$ cat src/rtl/opr_sequencer.sv
// PDP-8 operate-instruction sequencer: runs group 1/2 microcoded
// ops on AC/L/PC over several cycles, one sub-step per state.
//
// Ports:
//   clk, rst_n          clock, synchronous active-low reset
//   start, instr        request + 12-bit operate instruction
//   ac_in, l_in, pc_in  AC, link, next PC, sampled at accept
//   sr                  switch register, sampled in OSR
//   busy, done          busy in non-IDLE states, 1-cycle done
//   ac_out,l_out,pc_out result, held until next done
//   halt, illegal       HLT executed / unsupported instruction

package opr_pkg;
   typedef logic [11:0] word;
endpackage

module opr_sequencer
   import opr_pkg::*;
(
   input  logic clk,
   input  logic rst_n,
   input  logic start,
   input  word  instr,
   input  word  ac_in,
   input  logic l_in,
   input  word  pc_in,
   input  word  sr,
   output logic busy,
   output logic done,
   output word  ac_out,
   output logic l_out,
   output word  pc_out,
   output logic halt,
   output logic illegal
);

   typedef enum logic [3:0] {
      S_IDLE, S_CLR, S_CMP, S_INC, S_ROT1, S_ROT2,
      S_SKP, S_CLR2, S_OSR, S_ILL, S_DONE
   } state_t;

   state_t r_state;
   word    r_ir;
   word    r_ac;
   logic   r_l;
   word    r_pc;
   logic   r_skip;

   word    w_ac;
   logic   w_l;
   logic   w_skip;
   logic   w_orc;
   word    w_pc;
   logic   w_ill;

   // Unsupported: not an operate opcode, or group 3 (bit8 & bit0)
   assign w_ill = (instr[11:9] != 3'b111) | (instr[8] & instr[0]);
   assign w_pc  = r_pc + {11'b0, r_skip};

   always_comb begin
      w_ac   = r_ac;
      w_l    = r_l;
      w_skip = r_skip;
      w_orc  = (r_ir[6] & r_ac[11]) | (r_ir[5] & (r_ac == '0))
             | (r_ir[4] & r_l);
      unique case (r_state)
         S_CLR: begin
            if (r_ir[7]) w_ac = '0;
            if (r_ir[6]) w_l  = 1'b0;
         end
         S_CMP: begin
            if (r_ir[5]) w_ac = ~r_ac;
            if (r_ir[4]) w_l  = ~r_l;
         end
         S_INC: begin
            if (r_ir[0]) {w_l, w_ac} = {r_l, r_ac} + 13'd1;
         end
         S_ROT1: begin
            unique case (r_ir[3:1])
               3'b001:         w_ac = {r_ac[5:0], r_ac[11:6]};
               3'b010, 3'b011: {w_l, w_ac} = {r_ac, r_l};
               3'b100, 3'b101: {w_l, w_ac} = {r_ac[0], r_l, r_ac[11:1]};
               default: ;
            endcase
         end
         S_ROT2: begin
            unique case (r_ir[3:1])
               3'b011:  {w_l, w_ac} = {r_ac, r_l};
               3'b101:  {w_l, w_ac} = {r_ac[0], r_l, r_ac[11:1]};
               default: ;
            endcase
         end
         // AND group is the complement of the OR-group condition
         S_SKP:  w_skip = r_ir[3] ? ~w_orc : w_orc;
         S_CLR2: if (r_ir[7]) w_ac = '0;
         S_OSR:  if (r_ir[2]) w_ac = r_ac | sr;
         default: ;
      endcase
   end

   always_ff @(posedge clk) begin
      if (!rst_n) begin
         r_state <= S_IDLE;
         r_ir    <= '0;
         r_ac    <= '0;
         r_l     <= 1'b0;
         r_pc    <= '0;
         r_skip  <= 1'b0;
         busy    <= 1'b0;
         done    <= 1'b0;
         ac_out  <= '0;
         l_out   <= 1'b0;
         pc_out  <= '0;
         halt    <= 1'b0;
         illegal <= 1'b0;
      end else begin
         r_ac   <= w_ac;
         r_l    <= w_l;
         r_skip <= w_skip;
         unique case (r_state)
            S_IDLE: begin
               if (start) begin
                  r_ir    <= instr;
                  r_ac    <= ac_in;
                  r_l     <= l_in;
                  r_pc    <= pc_in;
                  r_skip  <= 1'b0;
                  busy    <= 1'b1;
                  halt    <= 1'b0;
                  illegal <= 1'b0;
                  if (w_ill)         r_state <= S_ILL;
                  else if (!instr[8]) r_state <= S_CLR;
                  else               r_state <= S_SKP;
               end
            end
            S_CLR:  r_state <= S_CMP;
            S_CMP:  r_state <= S_INC;
            S_INC:  r_state <= S_ROT1;
            S_ROT1: r_state <= S_ROT2;
            S_SKP:  r_state <= S_CLR2;
            S_CLR2: r_state <= S_OSR;
            S_ROT2, S_OSR, S_ILL: begin
               r_state <= S_DONE;
               done    <= 1'b1;
               ac_out  <= w_ac;
               l_out   <= w_l;
               pc_out  <= w_pc;
               halt    <= (r_state == S_OSR) & r_ir[1];
               illegal <= (r_state == S_ILL);
            end
            S_DONE: begin
               r_state <= S_IDLE;
               done    <= 1'b0;
               busy    <= 1'b0;
            end
            default: r_state <= S_IDLE;
         endcase
      end
   end

endmodule

$ cat config.mk
export PLATFORM = sky130hd
export DESIGN_NAME = opr_sequencer
export DESIGN_NICKNAME = d
export VERILOG_FILES = /design/src/rtl/opr_sequencer.sv
export SDC_FILE = /design/constraint.sdc
export NUM_CORES = 1
export LEC_CHECK = 0
export ABC_AREA = 1
export CAP_MARGIN = 20
export CORE_MARGIN = 5
export CORE_UTILIZATION = 54
export CTS_CLUSTER_SIZE = 16
export DETAILED_ROUTE_END_ITERATION = 6
export DONT_BUFFER_PORTS = 1
export PLACE_DENSITY = 0.69
export SYNTH_ARGS = -nofsm -noshare
export SYNTH_HDL_FRONTEND = slang
export SYNTH_SLANG_ARGS = --single-unit
$ cat constraint.sdc
create_clock -name clk -period 2.52 [get_ports clk]
set_input_delay 0.252 -clock clk [delete_from_list [all_inputs] [get_ports clk]]
set_output_delay 0.252 -clock clk [all_outputs]
set_load 0.01 [all_outputs]
Word-level counts from Yosys, hierarchy flattened
Cells that the tools add are included.
{"block": "totals", "reg_bits": 67, "output_inout_bits": 29}
{"block": "op_classes", "addsub": 2, "eq_ne": 17, "mux": 31, "bitwise_logic": 12, "reduce_logical": 12}
{"cell": "$mux W12", "n": 6}
{"cell": "$pmux W12 S6", "n": 1}
{"cell": "$pmux W12 S3", "n": 1}
{"cell": "$pmux W4 S8", "n": 1}
{"cell": "$pmux W12 S2", "n": 1}
{"cell": "$eq A4 B3 Y1 const B", "n": 4}
{"cell": "$add A13 B1 Y13 const B", "n": 1}
{"cell": "$add A12 B1 Y12", "n": 1}
{"cell": "$eq A4 B4 Y1 const B", "n": 3}
{"cell": "$logic_not A12 Y1", "n": 1}
{"cell": "$not A12 Y12", "n": 1}
{"cell": "$or A12 B12 Y12", "n": 1}
{"cell": "$pmux W1 S2", "n": 6}
{"cell": "$mux W1", "n": 11}
{"cell": "$eq A4 B2 Y1 const B", "n": 2}
{"cell": "$mux W4", "n": 2}
{"cell": "$eq A3 B2 Y1 const B", "n": 2}
{"cell": "$eq A3 B3 Y1 const B", "n": 2}
{"cell": "$reduce_and A2 Y1", "n": 3}
{"cell": "$reduce_bool A2 Y1", "n": 3}
{"cell": "$reduce_or A2 Y1", "n": 3}
{"cell": "$and A1 B1 Y1", "n": 5}
{"cell": "$pmux W1 S5", "n": 1}
{"cell": "$eq A4 B1 Y1 const B", "n": 1}
{"cell": "other kinds (8)", "n": 11}

Longest topological paths before layout
{"block": "logic_depth", "word_depth": 9, "mapped_depth": 15, "mapped_depth_nobuf": 13}

Least setup slack after synthesis
OpenSTA, ideal clock, no wires.
{"block": "synth_path", "path_type": "reg2reg", "startpoint": "register r_ir[3]", "endpoint": "register r_ac[6]", "setup_time_ns": 0.109, "t_arrival_ns": 1.730, "slack_ns": 0.681, "path_stages_with_launch": 15, "path_cell_list": "dfxtp_1 buf_2 inv_2 buf_2 ha_1 clkbuf_1 inv_1 o21ai_0 nand3b_1 nand3_1 nand2_1 nor2_1 nand3_1 nand2_1 inv_1"}
{"block": "synth_between", "elab_chain_cells": 6, "elab_cells_between_ends": 12, "classes_between": "5 x eq/ne; 5 x mux; 2 x reduce/logical"}
{"element": "from (decl)", "line_no": "43", "source": "word r_ir;"}
{"element": "from (signal assigned)", "line_no": "123", "source": "r_ir <= instr;"}
{"element": "$eq A3 B3 Y1, or another cell as far along", "line_no": "79, 87"}
{"element": "$reduce_or A2 Y1", "line_no": "79", "source": "unique case (r_ir[3:1])"}
{"element": "$pmux W12 S3", "line_no": "79"}
{"element": "$pmux W12 S6 *", "line_no": "66", "source": "unique case (r_state)"}
{"element": "$mux W12", "line_no": "122", "source": "if (start) begin"}
{"element": "$mux W12 *", "line_no": "120", "source": "unique case (r_state)"}
{"element": "to (signal assigned)", "line_no": "117", "source": "r_ac <= w_ac;"}
{"element": "to (signal assigned)", "line_no": "124", "source": "r_ac <= ac_in;"}
{"element": "to (decl)", "line_no": "44", "source": "word r_ac;"}
Every way passes the cells marked *; elsewhere a longest branch is shown, timed or not.
A chain may end at the register's enable or synchronous reset.

Worst setup path in the final report
{"block": "layout_path", "startpoint": "register r_ir[1]", "endpoint": "register ac_out[5]"}
{"block": "layout_between", "elab_chain_cells": 4, "elab_cells_between_ends": 10, "classes_between": "5 x eq/ne; 3 x mux; 2 x reduce/logical"}
{"element": "$eq A3 B3 Y1, or another cell as far along", "line_no": "79, 87"}
{"element": "$reduce_or A2 Y1", "line_no": "79"}
{"element": "$pmux W12 S3", "line_no": "79"}
{"element": "$pmux W12 S6 *", "line_no": "66"}
{"element": "to (signal assigned)", "line_no": "145", "source": "ac_out <= w_ac;"}
{"element": "to (decl)", "line_no": "30", "source": "output word ac_out,"}
Marks and branches as above.

==> metrics.txt <==
first-pass GRT wire length 26000 µm; M1 WL 7000 µm; area grow syn2layout 4.99%; vias in the first global route 4999; ys async rst share 0%; Syn. warnings 0; post-CTS sizing 0; FF+latch count, synth 67; PD cells 1160 nW/µm²; row cnt 34; gr ovfl total 0; fin crit period 2.23 ns; wire length on met3 1390 µm; complex-gate fraction of the synthesized area 15.9%; Max Cap Viol 0; Die Area 10800 µm²; multiplexer share of the synthesized area 0%; Crit path arrival time 2.49 ns; cell area after synthesis 4780 µm²; Synth cell types 35; Vias/cell 5.81; I/O Pins 81; Core Region 8680 µm²; Wirelength per Cell 17.8 µm; WHS Endpoint pc_out[9]; pin count of the biggest net entering global routing 49; Max IR drop VDD 642 µV; final wirelength 16000 µm; ys flop type dfxtp_1; Lkg Pwr 2.44 nW; met2 routed WL 7180 µm; Vias 5239; worst r2r src r_ir[1]; clk_skew 0.0120 ns; Final ANT Viol Nets 0; Comb pwr share 52.2%; Worst-Margin Slew 0.576 ns; Avg Inst Size Synth 5.94 µm²; Crit path required time 2.78 ns; EDFF count, synth 0; hold depth 2; Slew Viols, Final 0; Final setup viols 0; R2R Setup Slk 0.29 ns; n_diodes 0; clock network power share 14.3%; Worst Hold Class in2reg; highest metal used met4; Post-Synth Adder-Cell Area 1.83%; DPL Wire Length 12000 µm; fraction of final layout cells sized beyond drive strength 1 7.93%; Net Sw Frac 53.2%; Post-route DRC 0; Clock Path Buffers 2; total chip power 5.84 mW; Starting Density 55.1%; internal power 2.74 mW; Gate Count Post-Synth 806; CTS Hold Buffers Added 0; clock slew at reported path FFs 0.08 ns; hold path start rst_n; final worst path period share 88.3%; run status completed; Setup TNS Final 0 ns; Die H 104 µm; CTS tree done; fin util 57.9%; post-synth net total 865; setup bufs post-CTS 0; worst-path fanout max 16; critical path class reg2reg; initial antenna violation count 0; worst-skew pair later-pin latency 0.36 ns; Switching Power 3.11 mW; H-tree depth 3; largest family of logic cells by synthesized area simple AND/OR/NAND/NOR gates; drt first pass iters 5; CTS Buf Count 9; Clock Sinks 67; CTS root buffer clkbuf_8; Post-Synth XOR/XNOR Area 2.38%; Max Freq 449 MHz; IO Port Bufs 0; Seq pwr share 33.4%; Synth Area in Simple Gates 39.9%; Worst slew margin 61.5%; RSZ-0062 raised after global routing false; endpoints failing hold 0; post-synthesis sequential area ratio 28.0%; Crit. End Element register; # nets final 848; gr usage total 29.3%; chip width 104 µm; GP Congestion 1.01; 1st-iter DRT viols 430; Reg-to-Reg End ac_out[5]; CP startpoint kind register; worst-case reg-to-reg path depth 9
[how the worst max path moves through the flow]
stage          slack [ns]     from   endpoint  depth (start not counted)
2_1_floorplan        0.68  r_ir[3]    r_ac[6]                         14
3_3_place_gp         0.37  r_ir[1]  ac_out[5]                          9
3_5_place_dp         0.37  r_ir[1]  ac_out[5]                          9
4_1_cts              0.36  r_ir[1]  ac_out[5]                          9
5_1_grt              0.11  r_ir[1]  ac_out[5]                          9
6_report             0.29  r_ir[1]  ac_out[5]                          9
[registers in the layout, summed over array words and instances, names as in the netlist]
signal	count
ac_out	12
pc_out	12
r_ac	12
r_pc	12
r_ir	8
r_state	4
busy	1
done	1
halt	1
illegal	1
l_out	1
r_l	1
r_skip	1
[per-stage QoR]
stage / hold slack, ns / worst slack (ns) / instances / cell area [µm²]
4_1_cts: 0.0181 / 0.356 / 902 / 5020
6_report: 0.0303 / 0.295 / 902 / 5020
3_5_place_dp: 0.399 / 0.366 / 886 / 4850
3_3_place_gp: 0.397 / 0.373 / 886 / 4850
5_1_grt: 0.0177 / 0.105 / 902 / 5020
2_1_floorplan: 0.396 / 0.681 / 806 / 4780
[layer usage]
metal,up-vias,global-route usage (%)
li1,2573,-
met1,2408,39.3
met2,218,45.7
met3,40,7.32
met4,0,10.4
met5,-,0
[worst max-delay path, cell delays in order (launching register included)]
cell and delay [ns]:
dfxtp_1 0.69, nand3_2 0.35, nand2_1 0.31, nor2_1 0.07, o21ai_1 0.28, nand2_1 0.08, nor2_1 0.15, nand3_1 0.09
nand2_1 0.07, inv_1 0.04
[cell usage in the layout (no fill, tap or decap), types with 5 or more instances in the layout]
| cell | netlist | final |
|---|---|---|
| buf_4 | 2 | 15 |
| nor2_1 | 101 | 101 |
| o21ai_1 | 19 | 19 |
| dfxtp_1 | 67 | 67 |
| nand2_1 | 204 | 203 |
| o21ai_0 | 54 | 54 |
| o22ai_1 | 5 | 5 |
| clkbuf_8 | 0 | 9 |
| o21bai_1 | 5 | 5 |
| nor3_1 | 8 | 8 |
| a21oi_1 | 53 | 53 |
| inv_1 | 82 | 82 |
| inv_2 | 12 | 12 |
| nand4_1 | 23 | 23 |
| nand2_2 | 4 | 5 |
| xor2_1 | 10 | 10 |
| ha_1 | 7 | 7 |
| nand3b_1 | 5 | 5 |
| nand3_1 | 75 | 75 |
[synth_stat cells (4+ instances only)]
master / number / share of area, %
a21oi_1: 53 / 5.5
inv_1: 82 / 6.4
nor2_2: 4 / 0.52
dfxtp_1: 67 / 28
o21bai_1: 5 / 0.78
inv_2: 12 / 0.94
ha_1: 7 / 1.8
nor3_1: 8 / 0.84
nand2_1: 204 / 16
nor2_1: 101 / 7.9
buf_2: 25 / 2.6
nand2_2: 4 / 0.52
clkbuf_1: 14 / 1.1
o21ai_1: 19 / 2.0
nand3_1: 75 / 7.8
xor2_1: 10 / 1.8
nand3b_1: 5 / 0.78
nand4_1: 23 / 3.0
o21ai_0: 54 / 5.6
o22ai_1: 5 / 0.65
[power by group through the flow]
stage	Combinational, mW	Sequential [mW]	Clock [mW]
global placement	2.95	1.96	0
finish	3.05	1.95	0.838
global route	3.41	2.00	0.917
CTS	2.99	1.94	0.851
floorplan	2.37	1.70	0
detailed placement	2.98	1.96	0
[kinds of logic after synthesis]
logic type	count (synthesis)
flops	67
fa+ha+maj	7
compound gates	144
xor+xnor	13
buf+inv	140
simple gates	435
[cell type report]
| cell class | count | area, µm² |
|---|---|---|
| clock buffers | 9 | 124 |
| repair buffers | 16 | 133 |
| flip-flops and latches | 67 | 1340 |
| inverters | 96 | 360 |
| clock inverters | 7 | 51.3 |
| fillers | 906 | 3650 |
| multi-input cells | 599 | 2880 |
| well taps | 108 | 135 |
(Power assumes the default switching activity.)
